===== config.mk =====
export PLATFORM = sky130hd
export DESIGN_NAME = hazard_tag_pipe
export DESIGN_NICKNAME = d
export VERILOG_FILES = /design/src/rtl/hazard_tag_pipe_pkg.sv /design/src/rtl/hazard_tag_pipe_tag_stage.sv /design/src/rtl/hazard_tag_pipe.sv
export SDC_FILE = /design/constraint.sdc
export NUM_CORES = 1
export LEC_CHECK = 0
export ABC_AREA = 1
export BUFFER_PORTS_ARGS = -buffer_cell sky130_fd_sc_hd__buf_4
export CAP_MARGIN = 20
export CORE_AREA = 10 10 61 63
export DETAILED_ROUTE_END_ITERATION = 12
export DIE_AREA = 0 0 71 73
export HOLD_SLACK_MARGIN = 0.15
export MAX_ROUTING_LAYER = met4
export PLACE_DENSITY_LB_ADDON = 0.1
export SYNTH_ARGS = -nofsm -noshare
export SYNTH_HDL_FRONTEND = slang
export SYNTH_HIERARCHICAL = 1
export SYNTH_SLANG_ARGS = --single-unit

===== constraint.sdc =====
create_clock -name clk -period 2.6 [get_ports clk]
set_clock_uncertainty 0.2 [all_clocks]
set_input_delay 0.26 -clock clk [delete_from_list [all_inputs] [get_ports clk]]
set_output_delay 0.26 -clock clk [all_outputs]
set_load 0.05 [all_outputs]

===== src/rtl/hazard_tag_pipe_pkg.sv =====
// Shared types for the destination-tag pipeline: tag layout, NOP tag,
// and the per-cycle priority select used by the tag stages.
package hazard_tag_pipe_pkg;

  localparam int TAG_REGW = 5;

  typedef struct packed {
    logic [TAG_REGW-1:0] rd;
    logic                wb;
    logic                memrd;
  } tag_t;

  localparam tag_t NOP_TAG = '{rd: '0, wb: 1'b0, memrd: 1'b0};

  // Winning condition for the cycle, highest priority first: HOLD, FLUSH, LU
  typedef enum logic [1:0] {
    RUN     = 2'd0,
    HOLDST  = 2'd1,
    FLUSHST = 2'd2,
    LUST    = 2'd3
  } sel_e;

  // A write to x0 is architecturally a no-op, so its tag never claims a write
  function automatic tag_t sanitize_tag(input tag_t t);
    tag_t r;
    r    = t;
    r.wb = t.wb & (t.rd != '0);
    return r;
  endfunction

endpackage


===== src/rtl/hazard_tag_pipe_tag_stage.sv =====
// One pipeline tag register with hold (freeze), clear (load NOP) and
// load controls. Hold beats clear beats load.
module tag_stage
  import hazard_tag_pipe_pkg::*;
(
  input  logic clk,
  input  logic rst,
  input  logic hold,
  input  logic clear,
  input  tag_t d,
  output tag_t q
);

  // Tag register: freeze, insert a NOP, or capture the upstream tag
  always_ff @(posedge clk or posedge rst) begin
    if (rst) begin
      q <= NOP_TAG;
    end else if (hold) begin
      q <= q;
    end else if (clear) begin
      q <= NOP_TAG;
    end else begin
      q <= sanitize_tag(d);
    end
  end

endmodule


===== src/rtl/hazard_tag_pipe.sv =====
// Destination-tag pipeline for operand forwarding (ID/EX, EX/MEM, MEM/WB)
// with load-use hazard detection producing a one-cycle stall and bubble.
// Optional feature macro: HAZ_STATS_EN adds the STALLCNT load-use counter.
module hazard_tag_pipe #(
  parameter int REGW = hazard_tag_pipe_pkg::TAG_REGW
`ifdef HAZ_STATS_EN
  , parameter int STATW = 32
`endif
) (
  input  logic            clk,
  input  logic            rst,
  input  logic            ID_VALID,
  input  logic [REGW-1:0] ID_RD,
  input  logic            ID_WB,
  input  logic            ID_MEMRD,
  input  logic [REGW-1:0] ID_RS1,
  input  logic [REGW-1:0] ID_RS2,
  input  logic            ID_USE1,
  input  logic            ID_USE2,
  input  logic            FLUSH,
  input  logic            HOLD,
  output logic            STALL,
  output logic            BUBBLE,
  output logic            EXMEMWB,
  output logic [REGW-1:0] EXMEMRD,
  output logic            MEMWB,
  output logic [REGW-1:0] MEMWBRD,
  output logic [REGW-1:0] IDEXRD
`ifdef HAZ_STATS_EN
  , output logic [STATW-1:0] STALLCNT
`endif
);

  import hazard_tag_pipe_pkg::*;

  tag_t id_tag_p0;
  tag_t idex_p1;
  tag_t exmem_d_p1;
  tag_t exmem_p2;
  tag_t memwb_d_p2;
  tag_t memwb_p3;
  logic lu;
  sel_e sel;
  logic idex_clear;
  logic stage_hold;

  // ID stage: build the incoming tag; an empty ID slot enters as a NOP
  always_comb begin
    id_tag_p0 = NOP_TAG;
    if (ID_VALID) begin
      id_tag_p0.rd    = ID_RD;
      id_tag_p0.wb    = ID_WB;
      id_tag_p0.memrd = ID_MEMRD;
    end
  end

  // Load-use detect: a load in EX whose result the ID instruction reads
  // cannot be forwarded in time
  always_comb begin
    lu = 1'b0;
    if (idex_p1.memrd && idex_p1.wb && (idex_p1.rd != '0) && ID_VALID) begin
      lu = (ID_USE1 && (ID_RS1 == idex_p1.rd)) ||
           (ID_USE2 && (ID_RS2 == idex_p1.rd));
    end
  end

  // Priority select and pipeline controls: HOLD > FLUSH > LU > normal flow
  always_comb begin
    sel        = RUN;
    STALL      = 1'b0;
    BUBBLE     = 1'b0;
    idex_clear = 1'b0;
    stage_hold = 1'b0;
    if (HOLD) begin
      sel = HOLDST;
    end else if (FLUSH) begin
      sel = FLUSHST;
    end else if (lu) begin
      sel = LUST;
    end
    case (sel)
      HOLDST: begin
        STALL      = 1'b1;
        stage_hold = 1'b1;
      end
      FLUSHST: begin
        BUBBLE     = 1'b1;
        idex_clear = 1'b1;
      end
      LUST: begin
        STALL      = 1'b1;
        BUBBLE     = 1'b1;
        idex_clear = 1'b1;
      end
      default: begin
        STALL = 1'b0;
      end
    endcase
  end

  // ID/EX boundary
  tag_stage u_idex (
    .clk   (clk),
    .rst   (rst),
    .hold  (stage_hold),
    .clear (idex_clear),
    .d     (id_tag_p0),
    .q     (idex_p1)
  );

  // EX/MEM boundary: the load flag is only needed in EX
  assign exmem_d_p1 = '{rd: idex_p1.rd, wb: idex_p1.wb, memrd: 1'b0};

  tag_stage u_exmem (
    .clk   (clk),
    .rst   (rst),
    .hold  (stage_hold),
    .clear (1'b0),
    .d     (exmem_d_p1),
    .q     (exmem_p2)
  );

  // MEM/WB boundary
  assign memwb_d_p2 = '{rd: exmem_p2.rd, wb: exmem_p2.wb, memrd: 1'b0};

  tag_stage u_memwb (
    .clk   (clk),
    .rst   (rst),
    .hold  (stage_hold),
    .clear (1'b0),
    .d     (memwb_d_p2),
    .q     (memwb_p3)
  );

  logic unused_memrd;
  assign unused_memrd = &{1'b0, exmem_p2.memrd, memwb_p3.memrd};

  assign IDEXRD  = idex_p1.rd;
  assign EXMEMWB = exmem_p2.wb;
  assign EXMEMRD = exmem_p2.rd;
  assign MEMWB   = memwb_p3.wb;
  assign MEMWBRD = memwb_p3.rd;

`ifdef HAZ_STATS_EN
  logic [STATW-1:0] stallcnt_q;

  // Count cycles where the load-use stall actually wins; wraps naturally
  always_ff @(posedge clk or posedge rst) begin
    if (rst) begin
      stallcnt_q <= '0;
    end else if (sel == LUST) begin
      stallcnt_q <= stallcnt_q + 1'b1;
    end
  end

  assign STALLCNT = stallcnt_q;
`endif

endmodule


==> flow_summary.yaml <==
cts:
  ctsRootBufferMaster: "clkbuf_4"
  clock_sinks: 19
  clk_latency_ns: 0.29
  cts_buffers: 3
  cts_buffer_depth: 2
  cts_tree: "yes"
  cts_resized: 0
  path_clk_slew_ns: 0.11
  htreeDepth: 1
global_route:
  grt_overflow: 0
  grt_use_total: 0.129
  grt_pass1_wl_um: 5470
  antenna_found_initial: 0
  grt_pass1_vias: 1265
  grt_max_degree: 25
critical_path:
  worstSetupPathType: "reg -> reg"
  crit_path_end_kind: "register"
  critical_path_required_ns: 2.58
  worstPathArrival_ns: 2.32
  start_kind: "register"
  worstPathMaxFanout: 6
timing:
  max_freq_ghz: 0.427
  fin_crit_ns: 2.34
  final_max_slew_viol_count: 0
  hold_viol_final: 0
  setup_tns_ns: 0
  hold_slack_ns: 0.160
  setup_viol: 0
  rsz0062_at_grt: "false"
  setup_slack_ns: 0.258
  period_share: 0.901
synth:
  yosysWarningCount: 6
  synth_area_per_cell_um2: 6.60
  synth_area_um2: 1210
  synthCells: 183
floorplanning:
  die_area_um2: 5180
  io_pins: 43
  core-area_um2: 2620
  die_x_um: 71
  start_util: 0.462
  rows: 19
  dieHeight_um: 73
final_layout:
  drive_gt1_frac: 0.272
  antennaDiodeCount: 0
  nNetsFinal: 264
  syn_to_final_growth_pct: 40.0
place:
  dpl.hpwl_um: 2530
  finalWeightedCongestion: 0.923
  io_buffers: 42
  place_ws_ns: 0.693
run_status:
  outcome: "complete, no violations"
route:
  final_antenna_net_count: 0
  routedWlPerCell_um: 11.5
  postRouteWirelength_um: 3110
  drc: 0
  drt_pre_antenna_iters: 4
  vias_per_cell: 4.56
  vias: 1230
  drtIter0Drc: 48
worst_hold_path:
  hp-class: "in -> reg"
flow_run:
  drv_cap: 0
pwr:
  power.density_nw_per_um2: 416
  p_leak_uw: 0.00103
  ir_worst_vdd_mv: 0.281
-- cells in the final DEF, fill, tap and decap left out --
master	n
a21oi_2	1
buf_4	42
clkbuf_4	3
clkinv_2	1
conb_1	2
dfrtp_1	19
dlygate4sd3_1	14
inv_1	28
inv_2	6
inv_6	3
nand2_1	74
nand2_2	1
nand2_4	3
nand3_1	18
nand4_1	2
nor2_1	14
nor2_2	4
o21ai_1	3
o21bai_2	1
-- area by class of cell --
type / count / area (um^2)
fillers: 251 / 923
repair buffers: 56 / 455
well taps: 31 / 38.8
multi-input cells: 123 / 541
clock buffers: 3 / 22.5
clock inverters: 1 / 5.00
flip-flops and latches: 19 / 475
inverters: 37 / 154
-- registers in the layout, summed over array words and instances (netlist names) --
register and count:
u_exmem/q 6, u_memwb/q 6, u_idex/q 7
-- worst max-delay path, cell delays in order, from the launching register on --
cell and delay (ns):
dfrtp_1 0.48, inv_1 0.12, nand2_1 0.07, nand2_1 0.04
nor2_1 0.10, nand3_1 0.08, nand2_1 0.10, nand2_2 0.07
a21oi_2 0.17, inv_2 0.10, nand3_1 0.10, nand2_1 0.05
dlygate4sd3_1 0.55
-- power by group --
group | leakage [uW] | total (uW) | internal, uW | switching [uW]
clock network | 0.0000177 | 147 | 57.1 | 89.7
logic | 0.000751 | 225 | 88.6 | 136
registers | 0.000258 | 332 | 311 | 21.0
total | 0.00103 | 704 | 457 | 247
-- timing repair --
action	in CTS	in global routing
hold buffers	14	0
endpoints found under the hold margin	28	0
setup buffers	0	0
-- metrics by stage --
stage / total power [uW] / instances / cell area (um^2) / util
finish: 704 / 270 / 1690 / 0.647
detailed placement: 547 / 252 / 1520 / 0.583
global route: 756 / 270 / 1690 / 0.647
CTS: 713 / 270 / 1690 / 0.647
floorplan: 476 / 184 / 1210 / -
global placement: 543 / 252 / 1520 / 0.583
-- worst paths after layout --
path | start | to | slack (ns) | cells past startpoint
setup reg to reg | u_idex/q[4] | u_idex/q[5] | 0.26 | 12
hold reg to reg | u_memwb/q[2] | u_memwb/q[2] | 0.29 | 2
setup / recovery | u_idex/q[4] | u_idex/q[5] | 0.26 | 12
min in group asynchronous | rst | u_exmem/q[1] | 0.24 | 3
hold / removal | ID_VALID | u_idex/q[3] | 0.16 | 5
max in group asynchronous | rst | u_idex/q[4] | 1.73 | 3
-- metal layers --
metal  routed length [um]  global-route usage  up-vias
met5                    0                   -        -
met4                   13              0.0280        0
met3                  175              0.0354        2
met2                 1660               0.243       29
met1                 1270               0.129      549
li1                     -                   -      650
No activity file was read; power rests on OpenSTA's default activity.
